`src/rtl/pf_issue_pkg.sv`:
```
// Shared types and widths for the prefetch issue queue slice.
package pf_issue_pkg;
   localparam int ADDR_W = 32;
   localparam int CNT_W  = 16;

   typedef enum logic {
      IDLE = 1'b0,
      REQ  = 1'b1
   } pf_issue_state_t;
endpackage

```
`src/rtl/pf_sync_fifo.sv`:
```
// Single-clock FIFO holding pending prefetch addresses; head_data shows the oldest entry.
module pf_sync_fifo
   import pf_issue_pkg::*;
#(
   parameter int DEPTH = 8,
   parameter int WIDTH = ADDR_W
) (
   input  logic             clock,
   input  logic             reset,
   input  logic             clear,
   input  logic             push,
   input  logic             pop,
   input  logic [WIDTH-1:0] push_data,
   output logic [WIDTH-1:0] head_data,
   output logic             full,
   output logic             empty
);
   localparam int AW = $clog2(DEPTH);

   logic [WIDTH-1:0] mem_q [DEPTH];
   logic [AW-1:0]    wr_ptr_q;
   logic [AW-1:0]    rd_ptr_q;
   logic [AW:0]      count_q;
   logic             do_push;
   logic             do_pop;

   assign full      = (count_q == (AW+1)'(DEPTH));
   assign empty     = (count_q == '0);
   assign do_push   = push & ~full & ~clear;
   assign do_pop    = pop & ~empty & ~clear;
   assign head_data = mem_q[rd_ptr_q];

   // Pointers wrap naturally because DEPTH is a power of two.
   always_ff @(posedge clock or posedge reset) begin
      if (reset) begin
         wr_ptr_q <= '0;
         rd_ptr_q <= '0;
         count_q  <= '0;
      end else if (clear) begin
         wr_ptr_q <= '0;
         rd_ptr_q <= '0;
         count_q  <= '0;
      end else begin
         if (do_push) wr_ptr_q <= wr_ptr_q + 1'b1;
         if (do_pop)  rd_ptr_q <= rd_ptr_q + 1'b1;
         count_q <= count_q + (AW+1)'(do_push) - (AW+1)'(do_pop);
      end
   end

   always_ff @(posedge clock) begin
      if (do_push) mem_q[wr_ptr_q] <= push_data;
   end
endmodule

```
`src/rtl/prefetch_issue_queue.sv`:
```
// Prefetch issue queue: filters repeats, queues addresses, issues one memory request at a time.
// Optional recent-address filter enabled by defining PF_ISSUE_FILTER_EN.
module prefetch_issue_queue
   import pf_issue_pkg::*;
#(
   parameter int DEPTH  = 8,
   parameter int FILT_N = 4
) (
   input  logic              clock,
   input  logic              reset,
   input  logic              pf_valid,
   input  logic [ADDR_W-1:0] pf_addr,
   output logic              pf_ready,
   input  logic              flush,
   output logic              mem_req,
   output logic [ADDR_W-1:0] mem_addr,
   input  logic              mem_ack,
   output logic [CNT_W-1:0]  issued_count,
   output logic [CNT_W-1:0]  dropped_count
);
   function automatic logic [CNT_W-1:0] sat_inc(input logic [CNT_W-1:0] v);
      return (v == '1) ? v : v + 1'b1;
   endfunction

   logic              fifo_full;
   logic              fifo_empty;
   logic              accept;
   logic              filt_hit;
   logic              enq;
   logic              pop;
   logic [ADDR_W-1:0] head;

   assign pf_ready = ~fifo_full;
   assign accept   = pf_valid & ~fifo_full & ~flush;
   assign enq      = accept & ~filt_hit;

   pf_sync_fifo #(
      .DEPTH (DEPTH),
      .WIDTH (ADDR_W)
   ) u_fifo (
      .clock     (clock),
      .reset     (reset),
      .clear     (flush),
      .push      (enq),
      .pop       (pop),
      .push_data (pf_addr),
      .head_data (head),
      .full      (fifo_full),
      .empty     (fifo_empty)
   );

`ifdef PF_ISSUE_FILTER_EN
   localparam int FP_W = (FILT_N > 1) ? $clog2(FILT_N) : 1;

   logic [ADDR_W-1:0] filt_addr_q [FILT_N];
   logic [FILT_N-1:0] filt_vld_q;
   logic [FP_W-1:0]   filt_ptr_q;
   logic [CNT_W-1:0]  dropped_q;

   always_comb begin
      filt_hit = 1'b0;
      for (int i = 0; i < FILT_N; i++) begin
         if (filt_vld_q[i] && (filt_addr_q[i] == pf_addr)) filt_hit = 1'b1;
      end
   end

   // A hit leaves the filter untouched; only enqueued addresses displace the oldest entry.
   always_ff @(posedge clock or posedge reset) begin
      if (reset) begin
         filt_vld_q <= '0;
         filt_ptr_q <= '0;
         dropped_q  <= '0;
      end else begin
         if (flush) begin
            filt_vld_q <= '0;
            filt_ptr_q <= '0;
         end else if (enq) begin
            filt_vld_q[filt_ptr_q] <= 1'b1;
            filt_ptr_q <= (filt_ptr_q == FP_W'(FILT_N - 1)) ? '0 : filt_ptr_q + 1'b1;
         end
         if (accept && filt_hit) dropped_q <= sat_inc(dropped_q);
      end
   end

   always_ff @(posedge clock) begin
      if (enq) filt_addr_q[filt_ptr_q] <= pf_addr;
   end

   assign dropped_count = dropped_q;
`else
   localparam int unused_filt_n = FILT_N;

   assign filt_hit      = 1'b0;
   assign dropped_count = '0;
`endif

   pf_issue_state_t   state_q;
   pf_issue_state_t   state_d;
   logic              mem_req_q;
   logic [ADDR_W-1:0] mem_addr_q;
   logic [ADDR_W-1:0] mem_addr_d;
   logic [CNT_W-1:0]  issued_q;
   logic [CNT_W-1:0]  issued_d;

   // Flush suppresses pops so the queue is empty next cycle; an outstanding request still waits for its ack.
   always_comb begin
      state_d    = state_q;
      mem_addr_d = mem_addr_q;
      issued_d   = issued_q;
      pop        = 1'b0;
      case (state_q)
         IDLE: begin
            if (!fifo_empty && !flush) begin
               pop        = 1'b1;
               mem_addr_d = head;
               state_d    = REQ;
            end
         end
         REQ: begin
            if (mem_ack) begin
               issued_d = sat_inc(issued_q);
               if (!fifo_empty && !flush) begin
                  pop        = 1'b1;
                  mem_addr_d = head;
               end else begin
                  state_d = IDLE;
               end
            end
         end
      endcase
   end

   always_ff @(posedge clock or posedge reset) begin
      if (reset) begin
         state_q    <= IDLE;
         mem_req_q  <= 1'b0;
         mem_addr_q <= '0;
         issued_q   <= '0;
      end else begin
         state_q    <= state_d;
         mem_req_q  <= (state_d == REQ);
         mem_addr_q <= mem_addr_d;
         issued_q   <= issued_d;
      end
   end

   assign mem_req      = mem_req_q;
   assign mem_addr     = mem_addr_q;
   assign issued_count = issued_q;
endmodule

```
`config.mk`:
```
export PLATFORM = sky130hd
export DESIGN_NAME = prefetch_issue_queue
export DESIGN_NICKNAME = d
export VERILOG_FILES = /design/src/rtl/pf_issue_pkg.sv /design/src/rtl/pf_sync_fifo.sv /design/src/rtl/prefetch_issue_queue.sv
export SDC_FILE = /design/constraint.sdc
export NUM_CORES = 1
export LEC_CHECK = 0
export ABC_CLOCK_PERIOD_IN_PS = 4000
export BUFFER_PORTS_ARGS = -buffer_cell sky130_fd_sc_hd__buf_2
export CAP_MARGIN = 20
export CORE_ASPECT_RATIO = 0.8
export CORE_MARGIN = 2
export CORE_UTILIZATION = 45
export DETAILED_ROUTE_END_ITERATION = 6
export PLACE_DENSITY = 0.66
export SLEW_MARGIN = 15
export SYNTH_ARGS = -nofsm -noshare
export SYNTH_HDL_FRONTEND = slang
export SYNTH_SLANG_ARGS = --single-unit
export TNS_END_PERCENT = 100
```
`constraint.sdc`:
```
create_clock -name clock -period 4 [get_ports clock]
set_clock_uncertainty 0.15 [all_clocks]
set_input_delay 0.2 -clock clock [delete_from_list [all_inputs] [get_ports clock]]
set_output_delay 0.2 -clock clock [all_outputs]
set_load 0.05 [all_outputs]
```
==> impl_metrics.toml <==
[global_route]
grt_usage = 0.170
grt_pass1_vias = 6408
grt_overflow = 0
grt_max_degree = 69
grt_pass1_wl_mm = 37.2
antenna_found_initial = 0

[clock_tree]
cts_tree = "yes"
clockBufferDepth = 3
path_clk_slew_ns = 0.06
cts_made_buffers = 31
h-tree-depth = 1
clock-sinks = 315
post_cts_resized = 0
root_buffer = "clkbuf_16"
clk_latency_ns = 0.56

[route]
wl_mm = 23.7
drcViolationCount = 0
ant_nets = 0
vias = 6106
wire_per_inst_um = 20.3
drt_iter0_markers = 383
first_pass_iters = 5
vias_per_cell = 5.23

[synthesis]
synth.top_cell.area_share = 0.626
ys_seq_area_frac = 0.746
ys_types = 42
async_flop_share = 0.187
syn-instance-count = 637
synth-seq-cells = 315
ys.flop_type = "edfxtp_1"
ys_warn_count = 0
ys_top_cells_by_area = "edfxtp_1 (63%), dfrtp_1 (12%), mux4_2 (12%)"
avgSynthCellArea_um2 = 19.3
synth_top_area_cell = "edfxtp_1"
syn_area_mm2 = 0.0123
synth_edf_count = 256

[status]
status = "finished, final reports clean"

[setup_path]
critPathSlowestCell = "nor2_4"
critical_path.max_fanout = 19
required_ns = 4.10
setup.worst_path.start = "u_fifo.count_q[2]"
cp_slowest_stage_delay_ns = 0.56
r2r_start = "u_fifo.count_q[2]"
start_kind = "flop"
critPathArrivalTime_ns = 2.92
path_class = "flop to flop"
cp-end-kind = "flop"
crit_chain = "inv_1, ha_1, or3b_2, nand2_1, or3_1, nor2_4, buf_4"

[power]
cell_internal_pwr_w = 0.00648
pwr-share-seq = 0.443
ir_drop_v = 0.000507
combPwrFrac = 0.264
p_clk_frac = 0.293
p_switching_w = 0.00312
switching_share = 0.325
p_per_area_mw_per_mm2 = 659
p_leak_nw = 5.03

[timing]
relSlewSlack = 0.246
setup_viol = 0
hold_viol = 0
post-route-min-period_ns = 2.82
slew_viol_final = 0
setup-tns-final_ns = 0
rsz0062_at_grt = "false"
max_freq_mhz = 354
finalCritPeriodShare = 0.705
worst_slack_ns = 1.18
worst-slew-pin-transition_ns = 1.13

[layout]
drive_gt1_frac = 0.289
final_net_count = 827
mostFrequentLayoutCell = "edfxtp_1"
syn2layout_area_growth_pct = 18.4
layout_common_cells = "edfxtp_1 (256), buf_2 (86), mux4_2 (64), dfrtp_1 (56), nor2_1 (44)"
insertedDiodeCount = 0

[die]
core_mm2 = 0.0270
die-area_mm2 = 0.0286
die_h_um = 152
initial_core_util = 0.455
ios = 103
die_w_um = 189
num_rows = 54

[hold_path]
hp-class = "primary input to asynchronous set/reset pin"

[run]
drv_cap = 0

[placement]
port_buffers = 86
hpwl_mm = 14.4
preCtsSetupSlack_ns = 1.16
gp_congestion = 0.799
[power groups by stage]
stage          clock network (W)  logic [W]  registers, W
2_1_floorplan                  0    0.00146       0.00476
3_3_place_gp                   0    0.00248       0.00431
3_5_place_dp                   0    0.00253       0.00433
4_1_cts                  0.00287    0.00257       0.00427
5_1_grt                  0.00301    0.00272       0.00432
6_report                 0.00281    0.00253       0.00425
[synthesized netlist by cell type (9+ instances only)]
| library cell | n |
|---|---|
| a21oi_1 | 38 |
| ha_1 | 9 |
| edfxtp_1 | 256 |
| buf_4 | 20 |
| mux4_2 | 64 |
| nand2_1 | 10 |
| buf_2 | 17 |
| mux2i_1 | 32 |
| xor2_1 | 13 |
| nor2_1 | 50 |
| dfrtp_1 | 59 |
[path summary, 6_finish.rpt]
kind	endpoint	slack, ns	cells after the start
min in group clock	u_fifo.mem_q[4][5]	0.30	2
worst min register to register	issued_count[14]	0.34	1
worst max-delay path	u_fifo.mem_q[2][0]	1.18	7
worst max register to register	u_fifo.mem_q[2][0]	1.18	7
max in group asynchronous	u_fifo.rd_ptr_q[0]	2.59	4
worst min-delay path	issued_count[12]	0.15	3
[metal layers]
layer  up-vias  GRT usage  routed length (µm)
li1       2761          -                   -
met1      3151      0.241               10900
met2       168      0.285               11500
met3        26     0.0251                 974
met4         0     0.0371                 363
met5         -          0                   0
[sequential cells by signal, summed over array words and instances (netlist names)]
signal           flops
u_fifo.rd_ptr_q      3
mem_req              1
issued_count        16
u_fifo.count_q       4
mem_addr            32
u_fifo.mem_q       256
u_fifo.wr_ptr_q      3
[cells by family (layout without fill, tap and decap cells)]
logic type	count (synthesis)	in the layout	share of synthesized area
AOI/OAI and AO/OA	44	44	0.0187
adders and majority gates	10	10	0.0108
and+or+nand+nor	97	97	0.0400
xor gates and xnor gates	19	19	0.0135
buffers and inverters	52	204	0.0246
other	1	16	0.000305
DFF	315	315	0.746
muxes	99	99	0.146
[area by class of cell]
type,instances,area (µm²)
fill,2100,12500
multi-input combinational,285,2950
inverter,8,30.0
tap,364,455
sequential,315,9170
clock buffer,37,798
clock inverter,20,188
timing repair buffer,139,958
[stage by stage]
step	power [W]	utilization	hold WS [ns]	instance area [µm²]	cells
after floorplan	0.00622	-	0.149	12400	652
final	0.00959	0.538	0.153	14600	1168
after CTS	0.00970	0.538	0.172	14600	1168
after global placement	0.00679	0.488	0.199	13200	1074
after global routing	0.0100	0.538	0.211	14600	1168
after detailed placement	0.00685	0.488	0.216	13200	1074
[worst max-delay path: cells and delay by family, from the launching register on]
kind          cells  cell delay, ns
flops             1            0.33
buf+inv           2            0.43
fa+ha+maj         1            0.19
simple gates      4            1.41
[repair_timing]
action | 4_1_cts | 5_1_grt
setup buffers | 0 | 0
hold endpoints to repair | 294 | 0
hold buffers | 37 | 0
(Power assumes the default switching activity.)
